File: config.mk
export PLATFORM = sky130hd
export DESIGN_NAME = fifo_ctrl
export DESIGN_NICKNAME = d
export VERILOG_FILES = /design/src/rtl/fifo_ctrl.sv
export SDC_FILE = /design/constraint.sdc
export NUM_CORES = 1
export LEC_CHECK = 0
export ABC_AREA = 1
export BUFFER_PORTS_ARGS = -buffer_cell sky130_fd_sc_hd__buf_2
export CAP_MARGIN = 0
export CELL_PAD_IN_SITES_DETAIL_PLACEMENT = 0
export CELL_PAD_IN_SITES_GLOBAL_PLACEMENT = 2
export CORE_MARGIN = 5
export CORE_UTILIZATION = 21
export CTS_CLUSTER_DIAMETER = 150
export CTS_CLUSTER_SIZE = 25
export DETAILED_ROUTE_END_ITERATION = 7
export HOLD_SLACK_MARGIN = 0.08
export PLACE_DENSITY = 0.82
export REMOVE_ABC_BUFFERS = 1
export SYNTH_ARGS = -nofsm -noshare
export SYNTH_HDL_FRONTEND = slang
export SYNTH_SLANG_ARGS = --single-unit
File: constraint.sdc
create_clock -name clk -period 2.5 [get_ports clk]
set_clock_uncertainty 0.2 [all_clocks]
set_input_delay 0.125 -clock clk [delete_from_list [all_inputs] [get_ports clk]]
set_output_delay 0.125 -clock clk [all_outputs]
set_load 0.005 [all_outputs]
File: src/rtl/fifo_ctrl.sv
// fifo_ctrl: sequential control stage of the 8-entry FIFO.
// Holds the operation state plus head/tail/data_count registers, reloads the
// pointers and count from the address-calculation block every cycle, and
// decodes the registered state/count into status and handshake flags.
module fifo_ctrl #(
  parameter int DEPTH  = 8,
  parameter int ADDR_W = 3,
  parameter int CNT_W  = 4
) (
  input  logic              clk,
  input  logic              reset,
  input  logic              wr_en,
  input  logic              rd_en,
  input  logic [ADDR_W-1:0] next_head,
  input  logic [ADDR_W-1:0] next_tail,
  input  logic [CNT_W-1:0]  next_data_count,
  output logic [2:0]        state,
  output logic [ADDR_W-1:0] head,
  output logic [ADDR_W-1:0] tail,
  output logic [CNT_W-1:0]  data_count,
  output logic              full,
  output logic              empty,
  output logic              wr_ack,
  output logic              wr_err,
  output logic              rd_ack,
  output logic              rd_err
);

  typedef enum logic [2:0] {
    INIT     = 3'b000,
    NO_OP    = 3'b001,
    WRITE    = 3'b010,
    WR_ERROR = 3'b011,
    READ     = 3'b100,
    RD_ERROR = 3'b101
  } state_t;

  localparam logic [CNT_W-1:0] FULL_CNT = CNT_W'(DEPTH);

  state_t state_q;
  state_t state_d;

  // State, pointers and count all load on the same edge; reset clears them at once.
  always_ff @(posedge clk or posedge reset) begin
    if (reset) begin
      state_q    <= INIT;
      head       <= '0;
      tail       <= '0;
      data_count <= '0;
    end else begin
      state_q    <= state_d;
      head       <= next_head;
      tail       <= next_tail;
      data_count <= next_data_count;
    end
  end

  // Next state judged against next_data_count so back-to-back requests see
  // the occupancy already updated by the operation in flight.
  always_comb begin
    state_d = INIT;
    case (state_q)
      INIT, NO_OP, WRITE, WR_ERROR, READ, RD_ERROR: begin
        if (wr_en && !rd_en) begin
          state_d = (next_data_count < FULL_CNT) ? WRITE : WR_ERROR;
        end else if (!wr_en && rd_en) begin
          state_d = (next_data_count != '0) ? READ : RD_ERROR;
        end else begin
          state_d = NO_OP;
        end
      end
      default: state_d = INIT;
    endcase
  end

  assign state  = state_q;
  assign full   = (data_count == FULL_CNT);
  assign empty  = (data_count == '0);
  assign wr_ack = (state_q == WRITE);
  assign wr_err = (state_q == WR_ERROR);
  assign rd_ack = (state_q == READ);
  assign rd_err = (state_q == RD_ERROR);

endmodule

### Yosys cells after proc, flatten, opt, wreduce, memory -nomap -nowiden

Index checks and enable logic that the tools add are counted.

* order comparisons: 1
* equal/unequal tests: 6
* multiplexer cells: 5
* reductions and logical operators: 8

Operators by type and width (count)
* 3-bit 2-to-1 mux: 3
* 3-bit by 2-bit equality test with 1-bit output (second input constant): 2
* 3-bit equality test (second input constant): 2
* 6-bit OR reduction: 1
* 4-bit equality test (second input constant): 1
* 4-bit zero test: 1
* 4-bit < comparator (second input constant): 1
* 4-bit nonzero test: 1
* 3-bit by 1-bit equality test with 1-bit output (second input constant): 1
* 3-bit zero test: 1
* 1-bit logical AND: 2
* 1-bit zero test: 2
* 1-bit 2-to-1 mux: 2

* flip-flop bits (word level): 13
* output and inout port bits: 19

### Logic depth before layout (Yosys ltp)

* word-level depth: 5
* gate-level depth with buffers: 5
* mapped depth without buffers: 5

### Worst setup path after synthesis

No wires, ideal clock.

* kind: flip-flop to output port
* start: reg data_count[1]
* end: out empty
* arrival time: 0.780 ns
* data required time: 2.175 ns
* slack: 1.395 ns
* cell stages (with the launch flop): 3
* path buffers: 0
* path through: dfrtp_1 -> or2_1 -> nor3_1

* word-level cells in the longest chain between the ends: 1

RTL lines
* start: declaration: line 20 `output logic [CNT_W-1:0] data_count,`
* start signal: assignment: line 54 `data_count <= next_data_count;`
* 4-bit zero test: line 78 `assign empty = (data_count == '0);`
* end: declaration: line 22 `output logic empty,`

No other way between the ends.

### Final worst setup path

* start: reg state_q[2] (netlist: state[2])
* end: reg state_q[1] (netlist: state[1])

* word-level cells in the longest chain between the ends: 3

RTL lines
* start: declaration: line 40 `state_t state_q;`
* start signal: assignment: line 51 `state_q <= state_d;`
* 3-bit by 2-bit equality test with 1-bit output (tied with other cells): line 62 `case (state_q)`
* 6-bit OR reduction (*): line 62
* 3-bit 2-to-1 mux (*): line 62
* named net state_d[1]: line 41 `state_t state_d;`

Mark *: on every way through the listed nets, which the timed path passes. The rest lies on a longest branch.

==> impl_results.md <==
* Synth top area share at 74.1%
* Syn Inst Count at 39
* Worst min-delay path class: in -> async
* MaxCap Viol Count at 0
* Core Area at 0.00198 mm²
* Worst setup EP type: flip-flop
* Area leader, netlist: dfrtp_1
* Maximum VDD drop at 204 µV
* Horiz. Die Dim at 55.7 µm
* DP Area at 633 µm²
* Critical path class: reg -> reg
* Startpoint types: flip-flop
* Vias in the first global route at 413
* Placed cells at 98
* CP required at 2.51 ns
* Main synth FF type: dfrtp_1
* Max_slew headroom at 69.5%
* Rows at 16
* Routed via count at 429
* Post-cts sizing count at 0
* CP max stage delay at 0.55 ns
* Most frequent cell after synthesis: dfrtp_1
* P_leak at 0.000441 µW
* CTS sink cnt at 13
* Fin. max-slew vios at 0
* CTS tree: built
* Clock transition at path regs at 0.08 ns
* # nets final at 104
* Max frequency at 666 MHz
* Warnings from Yosys at 0
* Post-route minimum period at 1.50 ns
* I/O pin total at 33
* Final Wtd Congestion at 0.723
* Post-DRT Antenna Nets at 0
* Synth top cells by count: dfrtp_1, nor2_1, inv_1, nand2_1, nor3_1
* First-pass GRT wire length at 1830 µm
* CTS root buffer: clkbuf_4
* Slowest cell on the critical path: dlygate4sd3_1
* Top post-synthesis cells by area: dfrtp_1, nor2_1, inv_1
* Max FO, Critical Path at 5
* DR WL/cell at 9.98 µm
* Detailed Routing Iterations Pass 1 at 4
* Antenna cells at 0
* Number of synthesized flops with an enable pin at 0
* DIE AREA at 0.00311 mm²
* Hpwl dp at 911 µm
* Area grow syn2layout at 82.3%
* Avg Inst Size Synth at 11.3 µm²
* Max clock buf depth at 2
* Slew at the pin with the worst max-slew slack at 0.456 ns
* DR vias/cell at 3.70
* Finish-stage setup viols at 0
* Port bufs at 32
* Gr usage total at 7.73%
* Register bit total from synthesis at 13
* Post-Syn Area at 439 µm²
* RSZ-0062 raised after global routing: no
* Final instance area at 801 µm²
* Largest net degree at the start of global routing at 14
* CTS H-tree lvls at 1
* Run status: completed
* Finished Layout Cells at 116
* Unique masters post-synth at 8
* Power per Cell Area at 516 mW/mm²
* Proportion of layout cells with a drive suffix above 1 at 41.6%
* Die height at 55.7 µm
* Clk_lat worst skew at 0.26 ns
* Setup total negative slack at 0 ns
* Hold slack at 0.213 ns
* Critical Path AT at 1.51 ns
* Grt ovf at 0
* DRT iter0 DRCs at 10
* Part of the cycle the worst path needs at 60.0%
* Final Hold Vio Count at 0
* Sequential-to-total area share from yosys stat at 74.1%
* Synth async-reset ratio at 100%
* Residual DRC at 0
* Initial Util at 22.2%
* Initial antenna violation count at 0
* Total CTS buffers at 3
* Detailed Route WL at 1160 µm
* CP Cell Sequence: nand2_1 > inv_1 > nor3_1 > dlygate4sd3_1
==> power by group <==
group	internal, µW	switching, µW
Clock	59.1	66.0
Sequential	221	6.82
Combinational	36.0	24.1
==> worst max-delay path, delay by kind of cell, from the launching register on <==
family / cells / cell delay (ns)
buf+inv: 2 / 0.60
flops: 1 / 0.42
simple gates: 2 / 0.21
==> cells by family (layout without fill, tap and decap cells) <==
logic type / count (synthesis) / count (layout) / synth area share [%]
buf+inv: 6 / 56 / 5.13
compound gates: 1 / 1 / 1.14
flops: 13 / 13 / 74.1
simple gates: 19 / 19 / 19.7
==> cells in the final DEF, fill, tap and decap left out, drive strengths merged <==
master       instances
buf                 32
a21oi                1
clkinv               1
or2                  1
nand2                6
nor3                 3
clkbuf               3
inv                  6
dlygate4sd3         14
dfrtp               13
nor2                 8
nor3b                1
==> area by class of cell <==
type | instances | area [µm²]
fillers | 206 | 1180
flip-flops and latches | 13 | 325
repair buffers | 46 | 300
multi-input cells | 20 | 91.3
well taps | 27 | 33.8
clock buffers | 3 | 22.5
inverters | 6 | 22.5
clock inverters | 1 | 5.00
==> per-layer routing <==
metal | share of wire, % | GRT usage, %
met5 | 0 | 0
met4 | 2.3 | 6.25
met3 | 6.2 | 1.62
met2 | 54 | 14.2
met1 | 37 | 7.24
==> state kept, by name (all words and copies together) (netlist names) <==
register    count
head            3
data_count      4
tail            3
state           3
==> final timing paths <==
path                               from       end  slack, ns  cells after the start
setup / recovery               state[2]  state[1]        1.0                      4
hold / removal                    reset   tail[2]       0.21                      3
hold reg to reg                state[1]  state[0]       0.41                      3
max in group asynchronous         reset  state[1]       1.57                      3
setup reg to reg               state[2]  state[1]        1.0                      4
min in group clk           next_tail[2]   tail[2]       0.29                      2
==> repair_timing <==
item | CTS | global route
hold endpoints to repair | 26 | 0
setup buffers | 0 | 0
hold buffers | 14 | 0
==> stage by stage <==
step | power, µW | worst slack, ns | utilization (%)
2_1_floorplan | 247 | 1.39 | -
3_3_place_gp | 276 | 1.31 | 31.9
3_5_place_dp | 277 | 1.30 | 31.9
4_1_cts | 421 | 0.972 | 40.4
5_1_grt | 439 | 0.883 | 40.4
6_report | 413 | 0.999 | 40.4
(Power assumes the default switching activity.)
